File: config.mk
export PLATFORM = sky130hd
export DESIGN_NAME = shared_vc_credit_ctrl_flat
export DESIGN_NICKNAME = d
export VERILOG_FILES = /design/src/rtl/shared_vc_credit_ctrl_if.sv /design/src/rtl/shared_vc_credit_ctrl.sv /design/src/flat_wrapper.sv
export SDC_FILE = /design/constraint.sdc
export NUM_CORES = 1
export LEC_CHECK = 0
export BUFFER_PORTS_ARGS = -buffer_cell sky130_fd_sc_hd__buf_2
export CAP_MARGIN = 10
export CORE_MARGIN = 2
export CORE_UTILIZATION = 50
export CTS_BUF_LIST = sky130_fd_sc_hd__clkbuf_2 sky130_fd_sc_hd__clkbuf_4 sky130_fd_sc_hd__clkbuf_8
export DETAILED_ROUTE_END_ITERATION = 16
export PLACE_DENSITY = 0.75
export RECOVER_POWER = 100
export REMOVE_ABC_BUFFERS = 1
export SLEW_MARGIN = 25
export SYNTH_ARGS = -nofsm -noshare
export SYNTH_HDL_FRONTEND = slang
export SYNTH_SLANG_ARGS = --single-unit
File: constraint.sdc
create_clock -name clk -period 4.9 [get_ports clk]
set_input_delay 1.225 -clock clk [delete_from_list [all_inputs] [get_ports clk]]
set_output_delay 1.225 -clock clk [all_outputs]
set_load 0.05 [all_outputs]
File: src/rtl/shared_vc_credit_ctrl_if.sv
// Shared-VC credit controller bus.
// Groups the per-port allocator/flit handshake and the exported status.
//   master : allocator/switch side, drives credits, allocs and flits.
//   slave  : the credit controller, drives availability, counts, errors.
// Port 0 of credit_count_op occupies the most significant cnt_width bits.
interface shared_vc_credit_ctrl_if #(
  parameter int unsigned num_ports = 5,
  parameter int unsigned cnt_width = 4
);
  logic [num_ports-1:0]           credit_for_shared_in;
  logic [num_ports-1:0]           alloc_op;
  logic [num_ports-1:0]           flit_valid_op;
  logic [num_ports-1:0]           flit_tail_op;
  logic [num_ports-1:0]           shared_credit_avail_op;
  logic [num_ports-1:0]           ready_for_allocation_out;
  logic [num_ports*cnt_width-1:0] credit_count_op;
  logic [num_ports-1:0]           error_op;
  logic                           error;

  modport master (
    output credit_for_shared_in, alloc_op, flit_valid_op, flit_tail_op,
    input  shared_credit_avail_op, ready_for_allocation_out,
           credit_count_op, error_op, error
  );

  modport slave (
    input  credit_for_shared_in, alloc_op, flit_valid_op, flit_tail_op,
    output shared_credit_avail_op, ready_for_allocation_out,
           credit_count_op, error_op, error
  );
endinterface

File: src/rtl/shared_vc_credit_ctrl.sv
// Per-output-port credit and allocation controller for the downstream
// shared VC buffer. Tracks free downstream slots per port from delayed
// credit returns and launched flits, runs a per-port IDLE/BUSY ownership
// FSM and keeps sticky per-port error bits.
//   clk   : sole clock
//   reset : asynchronous, active-low
//   bus   : slave side of shared_vc_credit_ctrl_if (credits, alloc, flits in;
//           availability, readiness, counts, errors out)
// All outputs are decodes of registered state; error is the registered OR.
module shared_vc_credit_ctrl #(
  parameter int unsigned num_ports        = 5,
  parameter int unsigned shared_buf_depth = 8,
  parameter int unsigned credit_delay     = 1,
  parameter int unsigned alloc_threshold  = 1
) (
  input  logic                    clk,
  input  logic                    reset,
  shared_vc_credit_ctrl_if.slave  bus
);

  localparam int unsigned cnt_width = $clog2(shared_buf_depth + 1);

  localparam logic [0:0] IDLE = 1'b0;
  localparam logic [0:0] BUSY = 1'b1;

  localparam logic [cnt_width-1:0] DEPTH  = cnt_width'(shared_buf_depth);
  localparam logic [cnt_width-1:0] THRESH = cnt_width'(alloc_threshold);
  localparam logic [cnt_width-1:0] ONE    = cnt_width'(1);

  logic [num_ports-1:0] ret;

  // Credit return pipeline; zero stages passes the raw pulse through.
  if (credit_delay == 0) begin : g_no_delay
    always_comb begin
      ret = bus.credit_for_shared_in;
    end
  end else begin : g_delay
    logic [credit_delay-1:0] pipe_q [num_ports];
    logic [credit_delay-1:0] pipe_d [num_ports];

    always_comb begin
      ret = '0;
      for (int unsigned p = 0; p < num_ports; p++) begin
        pipe_d[p] = (pipe_q[p] << 1) | credit_delay'(bus.credit_for_shared_in[p]);
        ret[p]    = pipe_q[p][credit_delay-1];
      end
    end

    always_ff @(posedge clk or negedge reset) begin
      if (!reset) begin
        for (int unsigned p = 0; p < num_ports; p++) begin
          pipe_q[p] <= '0;
        end
      end else begin
        for (int unsigned p = 0; p < num_ports; p++) begin
          pipe_q[p] <= pipe_d[p];
        end
      end
    end
  end

  logic [cnt_width-1:0] cnt_q   [num_ports];
  logic [cnt_width-1:0] cnt_d   [num_ports];
  logic [0:0]           state_q [num_ports];
  logic [0:0]           state_d [num_ports];
  logic [num_ports-1:0] err_q;
  logic [num_ports-1:0] err_d;
  logic                 error_q;
  logic                 error_d;
  logic [num_ports-1:0] ready;

  // Status decodes of registered state only.
  always_comb begin
    ready                      = '0;
    bus.shared_credit_avail_op = '0;
    bus.credit_count_op        = '0;
    for (int unsigned p = 0; p < num_ports; p++) begin
      ready[p]                      = (state_q[p] == IDLE) && (cnt_q[p] >= THRESH);
      bus.shared_credit_avail_op[p] = (cnt_q[p] != '0);
      bus.credit_count_op[(num_ports-1-p)*cnt_width +: cnt_width] = cnt_q[p];
    end
    bus.ready_for_allocation_out = ready;
    bus.error_op                 = err_q;
    bus.error                    = error_q;
  end

  always_comb begin
    cnt_d   = cnt_q;
    state_d = state_q;
    err_d   = err_q;
    error_d = |err_q;
    for (int unsigned p = 0; p < num_ports; p++) begin
      // Counter: a simultaneous return and launch cancel, even at zero.
      if (ret[p] && !bus.flit_valid_op[p]) begin
        if (cnt_q[p] == DEPTH) err_d[p] = 1'b1;
        else                   cnt_d[p] = cnt_q[p] + ONE;
      end else if (!ret[p] && bus.flit_valid_op[p]) begin
        if (cnt_q[p] == '0) err_d[p] = 1'b1;
        else                cnt_d[p] = cnt_q[p] - ONE;
      end

      // Ownership FSM. A same-cycle alloc plus tail is a complete
      // single-flit packet, so the port never leaves IDLE.
      if (state_q[p] == IDLE) begin
        if (bus.alloc_op[p]) begin
          if (!ready[p]) err_d[p] = 1'b1;
          if (!(bus.flit_valid_op[p] && bus.flit_tail_op[p])) state_d[p] = BUSY;
        end else if (bus.flit_valid_op[p]) begin
          err_d[p] = 1'b1;
        end
      end else begin
        if (bus.alloc_op[p]) begin
          err_d[p] = 1'b1;
        end else if (bus.flit_valid_op[p] && bus.flit_tail_op[p]) begin
          state_d[p] = IDLE;
        end
      end
    end
  end

  always_ff @(posedge clk or negedge reset) begin
    if (!reset) begin
      for (int unsigned p = 0; p < num_ports; p++) begin
        cnt_q[p]   <= DEPTH;
        state_q[p] <= IDLE;
      end
      err_q   <= '0;
      error_q <= 1'b0;
    end else begin
      for (int unsigned p = 0; p < num_ports; p++) begin
        cnt_q[p]   <= cnt_d[p];
        state_q[p] <= state_d[p];
      end
      err_q   <= err_d;
      error_q <= error_d;
    end
  end

endmodule

File: src/flat_wrapper.sv
// flat-port wrapper written by rule: the top's interface ports become plain ports
module shared_vc_credit_ctrl_flat 
#(
  parameter int unsigned num_ports        = 5,
  parameter int unsigned shared_buf_depth = 8,
  parameter int unsigned credit_delay     = 1,
  parameter int unsigned alloc_threshold  = 1
)
  (clk, reset, bus_credit_for_shared_in, bus_alloc_op, bus_flit_valid_op, bus_flit_tail_op, bus_shared_credit_avail_op, bus_ready_for_allocation_out, bus_credit_count_op, bus_error_op, bus_error);
  shared_vc_credit_ctrl_if #(.num_ports(num_ports), .cnt_width(4)) bus_i ();
  input  logic clk;
  input  logic reset;
  input wire logic [$bits(bus_i.credit_for_shared_in)-1:0] bus_credit_for_shared_in;
  input wire logic [$bits(bus_i.alloc_op)-1:0] bus_alloc_op;
  input wire logic [$bits(bus_i.flit_valid_op)-1:0] bus_flit_valid_op;
  input wire logic [$bits(bus_i.flit_tail_op)-1:0] bus_flit_tail_op;
  output wire logic [$bits(bus_i.shared_credit_avail_op)-1:0] bus_shared_credit_avail_op;
  output wire logic [$bits(bus_i.ready_for_allocation_out)-1:0] bus_ready_for_allocation_out;
  output wire logic [$bits(bus_i.credit_count_op)-1:0] bus_credit_count_op;
  output wire logic [$bits(bus_i.error_op)-1:0] bus_error_op;
  output wire logic [$bits(bus_i.error)-1:0] bus_error;
  assign bus_i.credit_for_shared_in = bus_credit_for_shared_in;
  assign bus_i.alloc_op = bus_alloc_op;
  assign bus_i.flit_valid_op = bus_flit_valid_op;
  assign bus_i.flit_tail_op = bus_flit_tail_op;
  assign bus_shared_credit_avail_op = bus_i.shared_credit_avail_op;
  assign bus_ready_for_allocation_out = bus_i.ready_for_allocation_out;
  assign bus_credit_count_op = bus_i.credit_count_op;
  assign bus_error_op = bus_i.error_op;
  assign bus_error = bus_i.error;
  shared_vc_credit_ctrl #(.num_ports(num_ports), .shared_buf_depth(shared_buf_depth), .credit_delay(credit_delay), .alloc_threshold(alloc_threshold)) u_core (.clk(clk), .reset(reset), .bus(bus_i));
endmodule
==> results.yml <==
outcome:
  outcome: "finished, violations left"
  failed_checks: "capacitance limit, slew limit"
clock_tree:
  clockBufferDepth: 2
  hold_buffers: 0
  clock-sinks: 36
  post_cts_buffers: 0
  cts_buffers: 5
  ctsResizeCount: 0
  clock_latency_ps: 290
  cts_tree: "built"
  htree_levels: 2
  root_buffer: "clkbuf_8"
  clk_pin_slew_worst_paths_ps: 80
timing:
  hold_viol: 0
  setup_viol: 0
  final.period_utilization_pct: 65.96
  fin_ws_ps: 1668
  rsz0062_at_grt: "no"
  drv_slew: 37
  tightestPinTransition_ps: 1915
  timing.fmax_mhz: 309.4
  slew_headroom_pct: -27.69
  fin_crit_ps: 3232
  skew_ps: 6.665
  worst_hold_slack_ps: 502.1
  fin_setup_tns_ps: 0
power_and_ir_drop:
  swShare_pct: 54.02
  peakVddDrop_mv: 0.3232
  combPwrFrac_pct: 53.8
  p_seq_share_pct: 34.0
  p_clk_share_pct: 12.2
  powerDensity_nw_per_um2: 656.8
  intPower_uw: 778.4
  p_sw_uw: 914.4
  p_leak_uw: 0.001048
  p_total_uw: 1693
setup_path:
  r2r-start: "u_core.bus.credit_count_op[12]"
  crit_chain: "inv_1 -> ha_1 -> or3b_4 -> nor2_1 -> nor2_1 -> clkbuf_1"
  crit_slowest_cell: "clkbuf_1"
  cp.required_ps: 3670
  cp.depth: 6
  crit_family: "buffers and inverters"
  worst_path_largest_cell_delay_ps: 490
  r2r_slack_ps: 3140
  critPathCaptureType: "output pin"
  critical_path_class: "flop to output pin"
  rr_worst_depth: 6
  reg2reg_to: "u_core.bus.credit_count_op[15]"
  cp_common_cell: "nor2_1"
  worstSetupEndpoint: "bus_ready_for_allocation_out[0]"
  startpoint: "u_core.bus.credit_count_op[16]"
  worstPathMaxFanout: 6
  cp.arrival_ps: 2010
  cp-start-kind: "flop"
  crit_buf_inv: 2
routing:
  drc: 0
  initialDrtViolationCount: 61
  routed_via_density: 5.362
  drt_first_pass_iters: 4
  via_count: 1839
  wire_per_inst_um: 12.99
  ant_nets: 0
  routed_wl_mm: 4.457
logic_synthesis:
  synthMuxAreaShare_pct: 1.312
  synth_xor_area_share_pct: 8.037
  yosys.area_share.adder_pct: 9.951
  ys_warn_count: 0
  ys_seq_area_share_pct: 39.64
  yosys.cell_types.count: 41
  synth_flop_cell: "dfrtp_1"
  synth_area_per_cell_um2: 9.907
  yosys_register_bits: 36
  synth_top_family_by_area: "simple AND/OR/NAND/NOR gates"
  synthSimpleGateAreaFrac_pct: 20.50
  synth-edff-count: 0
  synth_area_um2: 2288
  synth_cells: 231
  async_flop_share_pct: 100.0
  synth_compound_area_share_pct: 16.13
finish:
  final_cell_mix: "43 x clkbuf_1, 31 x dfrtp_1, 20 x nand2_1"
  drive_above_1_share_pct: 13.06
  syn2layout_area_growth_pct: 12.63
  nets: 327
  final_area_um2: 2577
  n_antenna_cell: 0
  final_common_cell: "clkbuf_1"
  n_fill_cell: 397
die:
  die_x_um: 71.65
  placementRows: 24
  initial_core_util_pct: 52.20
  die_h_um: 71.65
  die_area_um2: 5134
  core-area_um2: 4384
  io_pins: 58
placed_design:
  dpl_cell_area_um2: 2601
  port_buffers: 57
  dp_hpwl_mm: 3.431
  gp_congestion: 0.7994
  pre_cts_ws_ps: 2164
grt:
  grt_pass1_vias: 1677
  grt_pass1_wl_mm: 7.500
  grt_use_total_pct: 18.50
  grt_max_degree: 37
  grt.overflow.total: 0
  antenna_found_initial: 0
worst_hold_path:
  hp-class: "flop to flop"
job:
  maxCapViolations: 1
metal layers:
layer | track usage [%] | up-vias | share of wire [%]
met3 | 3.657 | 8 | 4.8
li1 | - | 923 | -
met4 | 6.289 | 0 | 1.4
met5 | 0 | - | 0
met2 | 31.58 | 42 | 49
met1 | 23.44 | 866 | 45
power by group through the flow:
stage | combinational [uW] | clock [uW] | sequential (uW)
floorplan | 472 | 0 | 847
global placement | 952 | 0 | 573
detailed placement | 965 | 0 | 578
CTS | 969 | 216 | 573
global route | 986 | 227 | 601
finish | 912 | 206 | 575
worst min path at each step:
stage                                       from                 to  slack (ps)  cells past startpoint
final                     u_core.bus.error_op[2]   u_core.bus.error         500                      2
after global routing      u_core.bus.error_op[2]   u_core.bus.error         550                      2
after CTS                 u_core.bus.error_op[4]   u_core.bus.error         500                      2
after detailed placement  u_core.bus.error_op[4]   u_core.bus.error         490                      2
after global placement    u_core.bus.error_op[4]   u_core.bus.error         490                      2
after floorplan                u_core.state_q[1]  u_core.state_q[1]         510                      1
cells in the mapped netlist (all sizes together) (5+ instances only):
cell type / instances / area (um^2)
dfstp: 5 / 131.4
nand2: 20 / 75.07
dfrtp: 31 / 775.7
nand2b: 8 / 57.55
nor3: 7 / 35.03
o221ai: 5 / 43.79
a21oi: 13 / 72.57
nand3b: 5 / 37.54
inv: 17 / 63.81
ha: 15 / 187.7
o211ai: 5 / 52.55
a31oi: 5 / 31.28
buf: 5 / 37.53
o21ai: 12 / 63.81
nor2: 16 / 60.06
xnor2: 17 / 148.9
nand3: 5 / 25.02
nor2b: 8 / 62.56
stage by stage:
stage | cells | util [%]
floorplan | 226 | -
global placement | 335 | 59.33
detailed placement | 335 | 59.33
CTS | 343 | 61.33
global route | 343 | 58.79
finish | 343 | 58.79
cell type report:
cell class	count	area (um^2)	area share, %
Clock inverter	3	18.77	0.7282
Clock buffer	5	68.82	2.670
Inverter	17	63.81	2.476
Multi-Input combinational cell	173	1222	47.43
Sequential cell	36	907.1	35.19
Timing Repair Buffer	57	231.5	8.981
Tap cell	52	65.06	2.524
flip-flops by register name, indices dropped and copies added (netlist names):
signal and flops:
u_core.bus.credit_count_op 20, u_core.state_q 5, u_core.g_delay.pipe_q 5, u_core.bus.error 1
u_core.bus.error_op 5
worst register-to-register path, cell delays in order (launching register included):
cell and delay [ps]:
dfrtp_1 440, inv_1 100, ha_1 250, nor2b_1 160, a22oi_1 360, o21ai_0 210, xnor2_1 180
cell families (layout without fill, tap and decap cells):
kind of cell,after synthesis,count (layout)
adder cells (fa/ha/maj),19,19
AND/OR/NAND/NOR,81,81
flip-flops,36,36
AO/OA/AOI/OAI,49,49
buffers and inverters,22,82
XOR/XNOR,21,21
multiplexers,3,3
Note: power is estimated with default switching activity, not from simulation.
